--- config.mk ---
export PLATFORM = sky130hd
export DESIGN_NAME = order_sequencer
export DESIGN_NICKNAME = d
export VERILOG_FILES = /design/src/rtl/order_seq_pkg.sv /design/src/rtl/rr_arbiter.sv /design/src/rtl/order_sequencer.sv
export SDC_FILE = /design/constraint.sdc
export NUM_CORES = 1
export LEC_CHECK = 0
export ABC_AREA = 1
export ABC_CLOCK_PERIOD_IN_PS = 3300
export CAP_MARGIN = 15
export CORE_UTILIZATION = 43
export DETAILED_ROUTE_END_ITERATION = 10
export GPL_TIMING_DRIVEN = 0
export PLACE_DENSITY = 0.74
export SYNTH_ARGS = -nofsm -noshare
export SYNTH_HDL_FRONTEND = slang
export SYNTH_HIERARCHICAL = 1
export SYNTH_SLANG_ARGS = --single-unit
--- constraint.sdc ---
create_clock -name clk -period 3.3 [get_ports clk]
set_input_delay 0.66 -clock clk [delete_from_list [all_inputs] [get_ports clk]]
set_output_delay 0.66 -clock clk [all_outputs]
set_load 0.02 [all_outputs]
--- src/rtl/order_seq_pkg.sv ---
// Shared encodings for the order sequencer: controller states, the engine's
// empty-slot marker prices, and the side bit convention on src_side.
package order_seq_pkg;

  typedef enum logic [1:0] {
    ST_IDLE  = 2'd0,
    ST_RUN   = 2'd1,
    ST_FLUSH = 2'd2
  } seq_state_t;

  // The engine treats these prices as "no order here" in its window.
  localparam logic [7:0] NEUTRAL_BUY  = 8'h00;
  localparam logic [7:0] NEUTRAL_SELL = 8'hFF;

  localparam logic SIDE_BUY  = 1'b1;
  localparam logic SIDE_SELL = 1'b0;

  // True when a price equals the empty marker of its side; such an order is
  // acknowledged but never forwarded or counted.
  function automatic logic is_empty_marker(input logic side, input logic [7:0] price);
    return (side == SIDE_BUY) ? (price == NEUTRAL_BUY) : (price == NEUTRAL_SELL);
  endfunction

endpackage

--- src/rtl/rr_arbiter.sv ---
// Round-robin arbiter: grants at most one requester per cycle, searching from
// the pointer upward with wrap-around. The pointer moves just past the winner
// and holds when nothing is granted. Gating (e.g. "only in RUN") is done by the
// caller masking req.
module rr_arbiter #(
  parameter int N = 2
) (
  input  logic         clk,
  input  logic         reset,
  input  logic [N-1:0] req,
  output logic [N-1:0] grant
);

  localparam int PW = (N > 1) ? $clog2(N) : 1;

  logic [PW-1:0] ptr_q;
  logic [PW-1:0] ptr_d;

  // Rotating priority search and next-pointer computation.
  // NOTE: every output of a combinational block gets a default first so no
  // path leaves it unassigned -- that is what keeps a latch from being inferred.
  always_comb begin
    logic found;
    int   idx;
    grant = '0;
    ptr_d = ptr_q;
    found = 1'b0;
    for (int k = 0; k < N; k++) begin
      idx = int'(ptr_q) + k;
      if (idx >= N) idx = idx - N;
      if (!found && req[idx]) begin
        found      = 1'b1;
        grant[idx] = 1'b1;
        ptr_d      = (idx == N - 1) ? '0 : PW'(idx + 1);
      end
    end
  end

  // Pointer register.
  // NOTE: sequential state uses non-blocking assignments so every flop samples
  // pre-edge values regardless of block ordering.
  always_ff @(posedge clk) begin
    if (reset) ptr_q <= '0;
    else       ptr_q <= ptr_d;
  end

endmodule

--- src/rtl/order_sequencer.sv ---
// Front-end controller for the 8-deep shift-window matching engine. Arbitrates
// buy and sell orders independently, registers the engine price inputs (with
// neutral fillers when idle), sequences IDLE/RUN/FLUSH and keeps trade/accept
// statistics from the engine's match output.
module order_sequencer
  import order_seq_pkg::*;
#(
  parameter int NUM_SRC = 2,
  parameter int DEPTH   = 8,
  parameter int CNT_W   = 16
) (
  input  logic                 clk,
  input  logic                 reset,
  input  logic                 start,
  input  logic                 halt,
  input  logic                 flush,
  input  logic [NUM_SRC-1:0]   src_valid,
  input  logic [NUM_SRC-1:0]   src_side,
  input  logic [8*NUM_SRC-1:0] src_price,
  output logic [NUM_SRC-1:0]   src_ready,
  output logic [7:0]           eng_buy_price,
  output logic [7:0]           eng_sell_price,
  input  logic                 eng_match,
  input  logic [7:0]           eng_trade_price,
  output logic [CNT_W-1:0]     trade_count,
  output logic [CNT_W-1:0]     accept_count,
  output logic [7:0]           last_trade_price,
  output logic [1:0]           state,
  output logic                 busy
);

  localparam int FCW = (DEPTH > 1) ? $clog2(DEPTH) : 1;
  localparam logic [FCW-1:0] FLUSH_LOAD = FCW'(DEPTH - 1);

  seq_state_t       state_q, state_d;
  logic [FCW-1:0]   fcnt_q, fcnt_d;
  logic             match_d;

  logic             run_ok;
  logic [NUM_SRC-1:0] buy_req, sell_req, buy_grant, sell_grant;
  logic [7:0]       buy_sel, sell_sel;
  logic             buy_ok, sell_ok, match_rise;
  logic [1:0]       acc_inc;
  logic [CNT_W:0]   acc_sum;
  logic [CNT_W:0]   trade_sum;

  // Orders are taken only in a plain RUN cycle: any command in the same cycle
  // (reset, flush, halt) means the next cycle must already drive neutral.
  assign run_ok   = (state_q == ST_RUN) && !reset && !flush && !halt;
  assign buy_req  = run_ok ? (src_valid &  src_side) : '0;
  assign sell_req = run_ok ? (src_valid & ~src_side) : '0;

  rr_arbiter #(.N(NUM_SRC)) u_buy_arb (
    .clk   (clk),
    .reset (reset),
    .req   (buy_req),
    .grant (buy_grant)
  );

  rr_arbiter #(.N(NUM_SRC)) u_sell_arb (
    .clk   (clk),
    .reset (reset),
    .req   (sell_req),
    .grant (sell_grant)
  );

  assign src_ready = buy_grant | sell_grant;

  // One-hot grant selects the winning price on each side.
  always_comb begin
    buy_sel  = '0;
    sell_sel = '0;
    for (int i = 0; i < NUM_SRC; i++) begin
      if (buy_grant[i])  buy_sel  = buy_sel  | src_price[8*i +: 8];
      if (sell_grant[i]) sell_sel = sell_sel | src_price[8*i +: 8];
    end
  end

  // Empty-marker prices are acknowledged but dropped.
  assign buy_ok  = (|buy_grant)  && !is_empty_marker(SIDE_BUY,  buy_sel);
  assign sell_ok = (|sell_grant) && !is_empty_marker(SIDE_SELL, sell_sel);

  assign acc_inc    = {1'b0, buy_ok} + {1'b0, sell_ok};
  assign acc_sum    = {1'b0, accept_count} + (CNT_W + 1)'(acc_inc);
  assign trade_sum  = {1'b0, trade_count} + (CNT_W + 1)'(1);
  assign match_rise = (state_q == ST_RUN) && eng_match && !match_d;

  // Next-state logic with command priority flush > halt > start.
  always_comb begin
    state_d = state_q;
    fcnt_d  = fcnt_q;
    if (flush) begin
      state_d = ST_FLUSH;
      fcnt_d  = FLUSH_LOAD;
    end else begin
      case (state_q)
        ST_IDLE:  if (start) state_d = ST_RUN;
        ST_RUN:   if (halt)  state_d = ST_IDLE;
        ST_FLUSH: begin
          if (fcnt_q == '0) state_d = ST_IDLE;
          else              fcnt_d  = fcnt_q - 1'b1;
        end
        default:  state_d = ST_IDLE;
      endcase
    end
  end

  // State and flush-counter registers.
  always_ff @(posedge clk) begin
    if (reset) begin
      state_q <= ST_IDLE;
      fcnt_q  <= '0;
    end else begin
      state_q <= state_d;
      fcnt_q  <= fcnt_d;
    end
  end

  // Engine price registers, counters and match edge tracking.
  // NOTE: the reset clears every data register here, not just control state,
  // because the counters and engine inputs are architecturally visible.
  always_ff @(posedge clk) begin
    if (reset) begin
      eng_buy_price    <= NEUTRAL_BUY;
      eng_sell_price   <= NEUTRAL_SELL;
      accept_count     <= '0;
      trade_count      <= '0;
      last_trade_price <= '0;
      match_d          <= 1'b0;
    end else begin
      eng_buy_price  <= buy_ok  ? buy_sel  : NEUTRAL_BUY;
      eng_sell_price <= sell_ok ? sell_sel : NEUTRAL_SELL;
      accept_count   <= acc_sum[CNT_W] ? '1 : acc_sum[CNT_W-1:0];
      match_d        <= eng_match;
      if (match_rise) begin
        trade_count      <= trade_sum[CNT_W] ? '1 : trade_sum[CNT_W-1:0];
        last_trade_price <= eng_trade_price;
      end
    end
  end

  assign state = state_q;
  assign busy  = (state_q != ST_IDLE);

endmodule
# ---- Word level (Yosys, flattened, before mapping)
# Index checks and enable logic that the tools add are counted.
dict set report totals {
  word_cells 151
  output_inout_bits 61
  in_bits 34
  register_bits 64
}
dict set report classes {
  order_cmp 12
  muxes 54
  bitwise 10
  n_addsub 14
  n_eq_ne 14
  reduce_logical 36
}
# op n
set ops {}
lappend ops {{equality test 32 x 2 -> 1 bit, second input constant} 4}
lappend ops {{greater-or-equal comparator 32 x 1 -> 1 bit, second input constant} 4}
lappend ops {{< comparator 32 x 3 -> 1 bit, second input constant} 4}
lappend ops {{two-way mux 32 bit} 4}
lappend ops {{greater-or-equal comparator 32 x 3 -> 1 bit, second input constant} 2}
lappend ops {{subtractor 32 x 3 -> 32 bit, second input constant} 2}
lappend ops {{two-way mux 16 bit} 2}
lappend ops {{two-way mux 8 bit} 4}
lappend ops {{two-way mux 1 bit} 26}
lappend ops {{two-way mux 2 bit} 10}
lappend ops {{adder 16 x 1 -> 17 bit, second input constant} 1}
lappend ops {{adder 16 x 2 -> 17 bit} 1}
lappend ops {{bitwise OR 8 bit} 2}
lappend ops {{logical AND 1 bit} 13}
lappend ops {{OR reduction 2 bit} 5}
lappend ops {{two-way mux 3 bit} 3}
lappend ops {{inequality test 3 bit, second input constant} 3}
lappend ops {{equality test 8 bit, second input constant} 1}
lappend ops {{zero test 1 bit} 8}
lappend ops {{zero test 8 bit} 1}
lappend ops {{inequality test 2 bit, second input constant} 4}
lappend ops {{nonzero test 2 bit} 4}
lappend ops {{bitwise OR 2 bit} 3}
lappend ops {{one-hot mux 2 bit (3 select lines)} 1}
lappend ops {{16 further kinds} 28}

# ---- Logic depth before layout (Yosys ltp)
# Gate-level depths: netlist of the first run.
dict set report depth {
  word_depth 21
  mapped_depth 25
  ltp_nobuf 25
}

# ---- Cells and area by module
# The synthesis of the first run kept the hierarchy.
# module n_inst area_each_um2 seq_area_each_um2 cells_each
set modules_own_cells {}
lappend modules_own_cells {order_sequencer 1 3191.8 1241.2 461}
lappend modules_own_cells {rr_arbiter 2 53.8 20.0 9}

# ---- Worst setup path before layout of the first run
# Ideal clock, no wire load.
dict set report synth_path {
  path_kind {input port to flip-flop}
  from {input flush}
  to {register accept_count[10]}
  t_required_ns 3.244
  setup_ns 0.056
  cell_stages 23
  setup_slack_ns 0.003
  path_buffers 1
  arrival_ns 3.241
  path_cell_list {nor2_1 > nand2_1 > nor3b_1 > nand2_1 > and2_1 > clkinv_1 > o22ai_1 > nand2_1 > nor2_1 > nand2_2 > nand2_1 > fa_1 > inv_1 > ha_1 > nand2_1 > inv_1 > nand2_2 > nor2_4 > nand3_2 > buf_6 > nand3_1 > nand2_1 > inv_1}
}
dict set report synth_via {
  elab_chain_cells 20
  word_cells_on_any_way 46
  classes_between {add/sub: 2; eq/ne: 1; mux: 25; bitwise: 4; reduce/logical: 14}
}
# element line_no
set synth_rtl {}
lappend synth_rtl {{start, declared} order_sequencer.sv:16} ;# input logic flush,
lappend synth_rtl {{zero test 1 bit (*)} order_sequencer.sv:49} ;# assign run_ok = (state_q == ST_RUN) && !reset && !flush && !halt;
lappend synth_rtl {{logical AND 1 bit (*) (2 in a row)} order_sequencer.sv:49}
lappend synth_rtl {{two-way mux 2 bit (*)} order_sequencer.sv:51} ;# assign sell_req = run_ok ? (src_valid & ~src_side) : '0;
lappend synth_rtl {{named net sell_req[1]} order_sequencer.sv:40} ;# logic [NUM_SRC-1:0] buy_req, sell_req, buy_grant, sell_grant;
lappend synth_rtl {{two-way mux 1 bit (implied by the code) (3 in a row)} rr_arbiter.sv:31} ;# if (!found && req[idx]) begin
lappend synth_rtl {{two-way mux 1 bit} rr_arbiter.sv:31}
lappend synth_rtl {{zero test 1 bit} rr_arbiter.sv:31}
lappend synth_rtl {{logical AND 1 bit} rr_arbiter.sv:31}
lappend synth_rtl {{[1 not listed]} -}
lappend synth_rtl {{named net sell_grant[0]} order_sequencer.sv:40}
lappend synth_rtl {{[1 not listed]} -}
lappend synth_rtl {{bitwise OR 8 bit} order_sequencer.sv:75} ;# if (sell_grant[i]) sell_sel = sell_sel | src_price[8*i +: 8];
lappend synth_rtl {{two-way mux 8 bit} order_sequencer.sv:75}
lappend synth_rtl {{equality test 8 bit} order_seq_pkg.sv:21} ;# return (side == SIDE_BUY) ? (price == NEUTRAL_BUY) : (price == NEUTRAL_SELL);
lappend synth_rtl {{zero test 1 bit} order_sequencer.sv:81} ;# assign sell_ok = (|sell_grant) && !is_empty_marker(SIDE_SELL, sell_sel);
lappend synth_rtl {{logical AND 1 bit (*)} order_sequencer.sv:81}
lappend synth_rtl {{adder 1 x 1 -> 2 bit (*)} order_sequencer.sv:83} ;# assign acc_inc = {1'b0, buy_ok} + {1'b0, sell_ok};
lappend synth_rtl {{adder 16 x 2 -> 17 bit (*)} order_sequencer.sv:84} ;# assign acc_sum = {1'b0, accept_count} + (CNT_W + 1)'(acc_inc);
lappend synth_rtl {{two-way mux 16 bit (*)} order_sequencer.sv:133} ;# accept_count <= acc_sum[CNT_W] ? '1 : acc_sum[CNT_W-1:0];
lappend synth_rtl {{end signal, assigned} order_sequencer.sv:133}
lappend synth_rtl {{end, declared} order_sequencer.sv:26} ;# output logic [CNT_W-1:0] accept_count,
# Mark *: on every way through the listed nets, which the timed path passes. The rest lies on a longest branch. The select of a mux whose other input is x is not followed.
# A chain may end at the register's enable or synchronous reset.

# ---- Final worst setup path of the first run
dict set report layout_path {
  from {input flush}
  to {register accept_count[7]}
}
dict set report layout_via {
  word_cells_on_any_way 46
  classes_between {add/sub: 2; eq/ne: 1; mux: 25; bitwise: 4; reduce/logical: 14}
}
# element line_no
set layout_lines {}
lappend layout_lines {{zero test 1 bit (*)} order_sequencer.sv:49}
lappend layout_lines {{logical AND 1 bit (*) (2 in a row)} order_sequencer.sv:49}
lappend layout_lines {{two-way mux 2 bit (*)} order_sequencer.sv:50} ;# assign buy_req = run_ok ? (src_valid & src_side) : '0;
lappend layout_lines {{named net buy_req[1]} order_sequencer.sv:40}
lappend layout_lines {{two-way mux 1 bit (implied by the code) (3 in a row)} rr_arbiter.sv:31}
lappend layout_lines {{two-way mux 1 bit} rr_arbiter.sv:31}
lappend layout_lines {{zero test 1 bit} rr_arbiter.sv:31}
lappend layout_lines {{logical AND 1 bit} rr_arbiter.sv:31}
lappend layout_lines {{two-way mux 2 bit (*)} rr_arbiter.sv:31}
lappend layout_lines {{named net buy_grant[1]} order_sequencer.sv:40}
lappend layout_lines {{two-way mux 8 bit} order_sequencer.sv:74} ;# if (buy_grant[i]) buy_sel = buy_sel | src_price[8*i +: 8];
lappend layout_lines {{zero test 8 bit} order_seq_pkg.sv:21}
lappend layout_lines {{zero test 1 bit} order_sequencer.sv:80} ;# assign buy_ok = (|buy_grant) && !is_empty_marker(SIDE_BUY, buy_sel);
lappend layout_lines {{logical AND 1 bit (*)} order_sequencer.sv:80}
lappend layout_lines {{adder 1 x 1 -> 2 bit (*)} order_sequencer.sv:83}
lappend layout_lines {{adder 16 x 2 -> 17 bit (*)} order_sequencer.sv:84}
lappend layout_lines {{two-way mux 16 bit (*)} order_sequencer.sv:133}
# Marked as above.

==> results of run 1 <==
metrics by stage:
| step | hold slack (ns) | instances | utilization [%] |
|---|---|---|---|
| floorplan | 0.444 | 479 | - |
| global placement | 0.454 | 672 | 59.5 |
| detailed placement | 0.456 | 672 | 59.5 |
| CTS | 0.468 | 700 | 65.1 |
| global route | 0.501 | 708 | 67.6 |
| finish | 0.465 | 708 | 67.6 |
final timing paths:
kind,from,to,depth (start not counted)
worst max register to register,state[1],accept_count[7],22
worst min-delay path,fcnt_q[0],fcnt_q[0],2
worst min register to register,fcnt_q[0],fcnt_q[0],2
worst max-delay path,flush,accept_count[7],21
cell families after synthesis:
group                      share of synthesized area [%]
xor gates and xnor gates                            2.92
DFF                                                 38.8
adders and majority gates                           2.12
AOI/OAI and AO/OA                                   11.4
and+or+nand+nor                                     32.0
buffers and inverters                               12.7
synthesized netlist by cell type:
| cell | count | area (um2) |
|---|---|---|
| a31oi_1 | 2 | 12.5 |
| dfxtp_1 | 64 | 1280 |
| nand3_1 | 27 | 135 |
| nand2_1 | 104 | 390 |
| and2_1 | 2 | 12.5 |
| clkbuf_1 | 3 | 11.3 |
| xnor2_1 | 2 | 17.5 |
| nand4_1 | 11 | 68.8 |
| a21oi_1 | 13 | 65.1 |
| buf_2 | 3 | 15.0 |
| o21bai_1 | 1 | 7.51 |
| o21ai_0 | 27 | 135 |
| nand4_4 | 1 | 21.3 |
| nand2_2 | 5 | 31.3 |
| o22ai_1 | 8 | 50.1 |
| nor2_8 | 2 | 40.0 |
| clkinv_1 | 3 | 11.3 |
| inv_1 | 91 | 342 |
| a21oi_2 | 12 | 105 |
| nand3_2 | 1 | 10.0 |
| nor2_2 | 4 | 25.0 |
| or2_2 | 1 | 6.26 |
| ha_1 | 4 | 50.1 |
| nor2_4 | 2 | 22.5 |
| nor2_1 | 56 | 210 |
| nor3b_1 | 2 | 15.0 |
| buf_1 | 2 | 7.51 |
| nor3_1 | 7 | 35.0 |
| inv_2 | 3 | 11.3 |
| xor2_1 | 9 | 78.8 |
| buf_6 | 2 | 22.5 |
| nand3b_1 | 2 | 15.0 |
| nand2_4 | 1 | 11.3 |
| or2_0 | 1 | 6.26 |
| fa_1 | 1 | 20.0 |
registers in the layout, indices dropped and copies added, names as in the netlist, 2 cells and up:
signal            cells
fcnt_q                3
trade_count          16
accept_count         16
last_trade_price      8
eng_buy_price         8
eng_sell_price        8
state                 2
power groups by stage:
stage | logic (mW) | clock network (mW) | registers (mW)
6_report | 0.132 | 0.704 | 0.786
3_3_place_gp | 0.116 | 0 | 0.804
4_1_cts | 0.123 | 0.710 | 0.786
5_1_grt | 0.144 | 0.750 | 0.786
3_5_place_dp | 0.118 | 0 | 0.804
2_1_floorplan | 0.0466 | 0 | 0.809
routing by layer:
metal | GRT usage [%] | up-vias
met1 | 26.2 | 1584
met2 | 38.2 | 98
li1 | - | 1743
met5 | 0 | -
met3 | 6.86 | 12
met4 | 8.80 | 0
area by class of cell:
class / count / area (um2) / area share (%)
clock inverters: 5 / 55.1 / 1.11
repair inverters: 3 / 20.0 / 0.404
well taps: 99 / 124 / 2.50
inverters: 97 / 372 / 7.50
repair buffers: 112 / 1070 / 21.5
multi-input cells: 308 / 1830 / 36.9
plain buffers: 9 / 51.3 / 1.03
clock buffers: 11 / 151 / 3.05
flip-flops and latches: 64 / 1290 / 25.9
critical path, cell delays in order:
cell and delay, ns:
clkbuf_2 0.12, nor2_4 0.14, nand2_4 0.11, nor2_4 0.12, inv_2 0.06, o21ai_4 0.18
clkinvlp_4 0.18, o21ai_2 0.18, nor2_1 0.07, nand2_1 0.14, nor2_4 0.07, fa_2 0.40
inv_2 0.09, ha_4 0.13, nand2_2 0.05, inv_2 0.09, nand2_4 0.07, nor2_4 0.18
nand3_4 0.11, buf_4 0.19, a21oi_2 0.13
what timing repair did:
action / 4_1_cts / 5_1_grt
cloned: 4 / 0
resized for setup: 61 / 44
setup buffers: 8 / 9
hold buffers: 0 / 0
pin swaps: 16 / 21
endpoints found under the setup margin: 18 / 17
==> results.txt, run 1 <==
fillers - 586
GPL Wtd Cong - 0.848
Clock Tree Buf Depth - 2
most common cell after layout, fill and taps aside - nand2_1
status - complete, no violations
met2 WL post-DR - 4530 um
sequential power share - 48.5%
reg2reg setup slack - 0.11 ns
H-tree depth - 3
die span in x - 89.6 um
Total Wirelength - 9150 um
Slew @ Worst Pin - 0.658 ns
clk slew on worst S/H paths - 0.07 ns
Ys Warns - 6
ANT cells - 0
combinational power share - 8.1%
Total GRT Usage - 22.3%
synthesized area per cell - 6.89 um2
vias in the first global route - 3120
Die Y - 89.6 um
fin nets - 643
antenna violations before repair - 0
Placed Instance Area - 0.00436 mm2
# setup viols final - 0
top sig layer - met4
setup TNS - 0 ns
Required @ worst endpoint - 3.57 ns
first-pass GRT wire length - 13800 um
final period demand of the worst path - 3.20 ns
most frequent cells in the layout - nand2_1 (95), clkdlybuf4s50_1 (87), inv_1 (84)
Met1 Wirelength - 3850 um
DR pass1 iterations - 4
Cell variety after synth - 35
Place WS - -1.01 ns
Mapped Cells - 479
switch share - 24.1%
NetSw - 0.390 mW
clock network fraction of design power - 43.4%
area grow syn2layout - 50.2%
CP Capture Type - flip-flop
Post-DRT Antenna Nets - 0
DR DRC count - 0
pin count of the biggest net entering global routing - 12
final max-slew violation count - 0
final period utilization - 96.8%
Hold Crit Class - flip-flop to flip-flop
Slew HR - 56.1%
clk sinks - 64
synthesized cell area - 0.00330 mm2
vias per inst - 4.85
share of layout cells above drive strength 1 - 20.4%
Detailed Route Iter0 Violations - 154
CTS tree - done
row cnt - 31
crit-path max FO - 6
Power, Total - 1.62 mW
met3 wire len - 638 um
IO Port Bufs - 94
Pleak - 2.11 nW
CTS buffer count - 9
worst setup margin - 0.105 ns
routed length per instance - 12.9 um
critical path arrival - 3.47 ns
Syn Nets - 518
clock skew - 0.00806 ns
sequential fraction of the synthesis area - 38.8%
crit start category - input port
Pwr Density - 327 mW/mm2
final instance area - 0.00496 mm2
Final Hold Fails - 0
HPWL Detailed - 6060 um
core area - 0.00733 mm2
total number of vias - 3437
clock root buffer - clkbuf_8
die footprint - 0.00803 mm2
synthesized flop and latch total - 64
Starting Density - 45.0%
Ports - 95
Skew-Pair Late Insertion Delay - 0.35 ns
Fmax - 313 MHz
Peak VDD IR - 258 uV
Crit Path Class - input port to flip-flop
internal power - 1.23 mW
grt total ovfl - 0
max-capacitance violation count - 0
(Power assumes the default switching activity.)
==> inputs of run 2 (changes only) <==
- SLEW_MARGIN: default -> 25
==> results of run 2 <==
The final DEF is identical to that of run 1; final timing and power are the same.
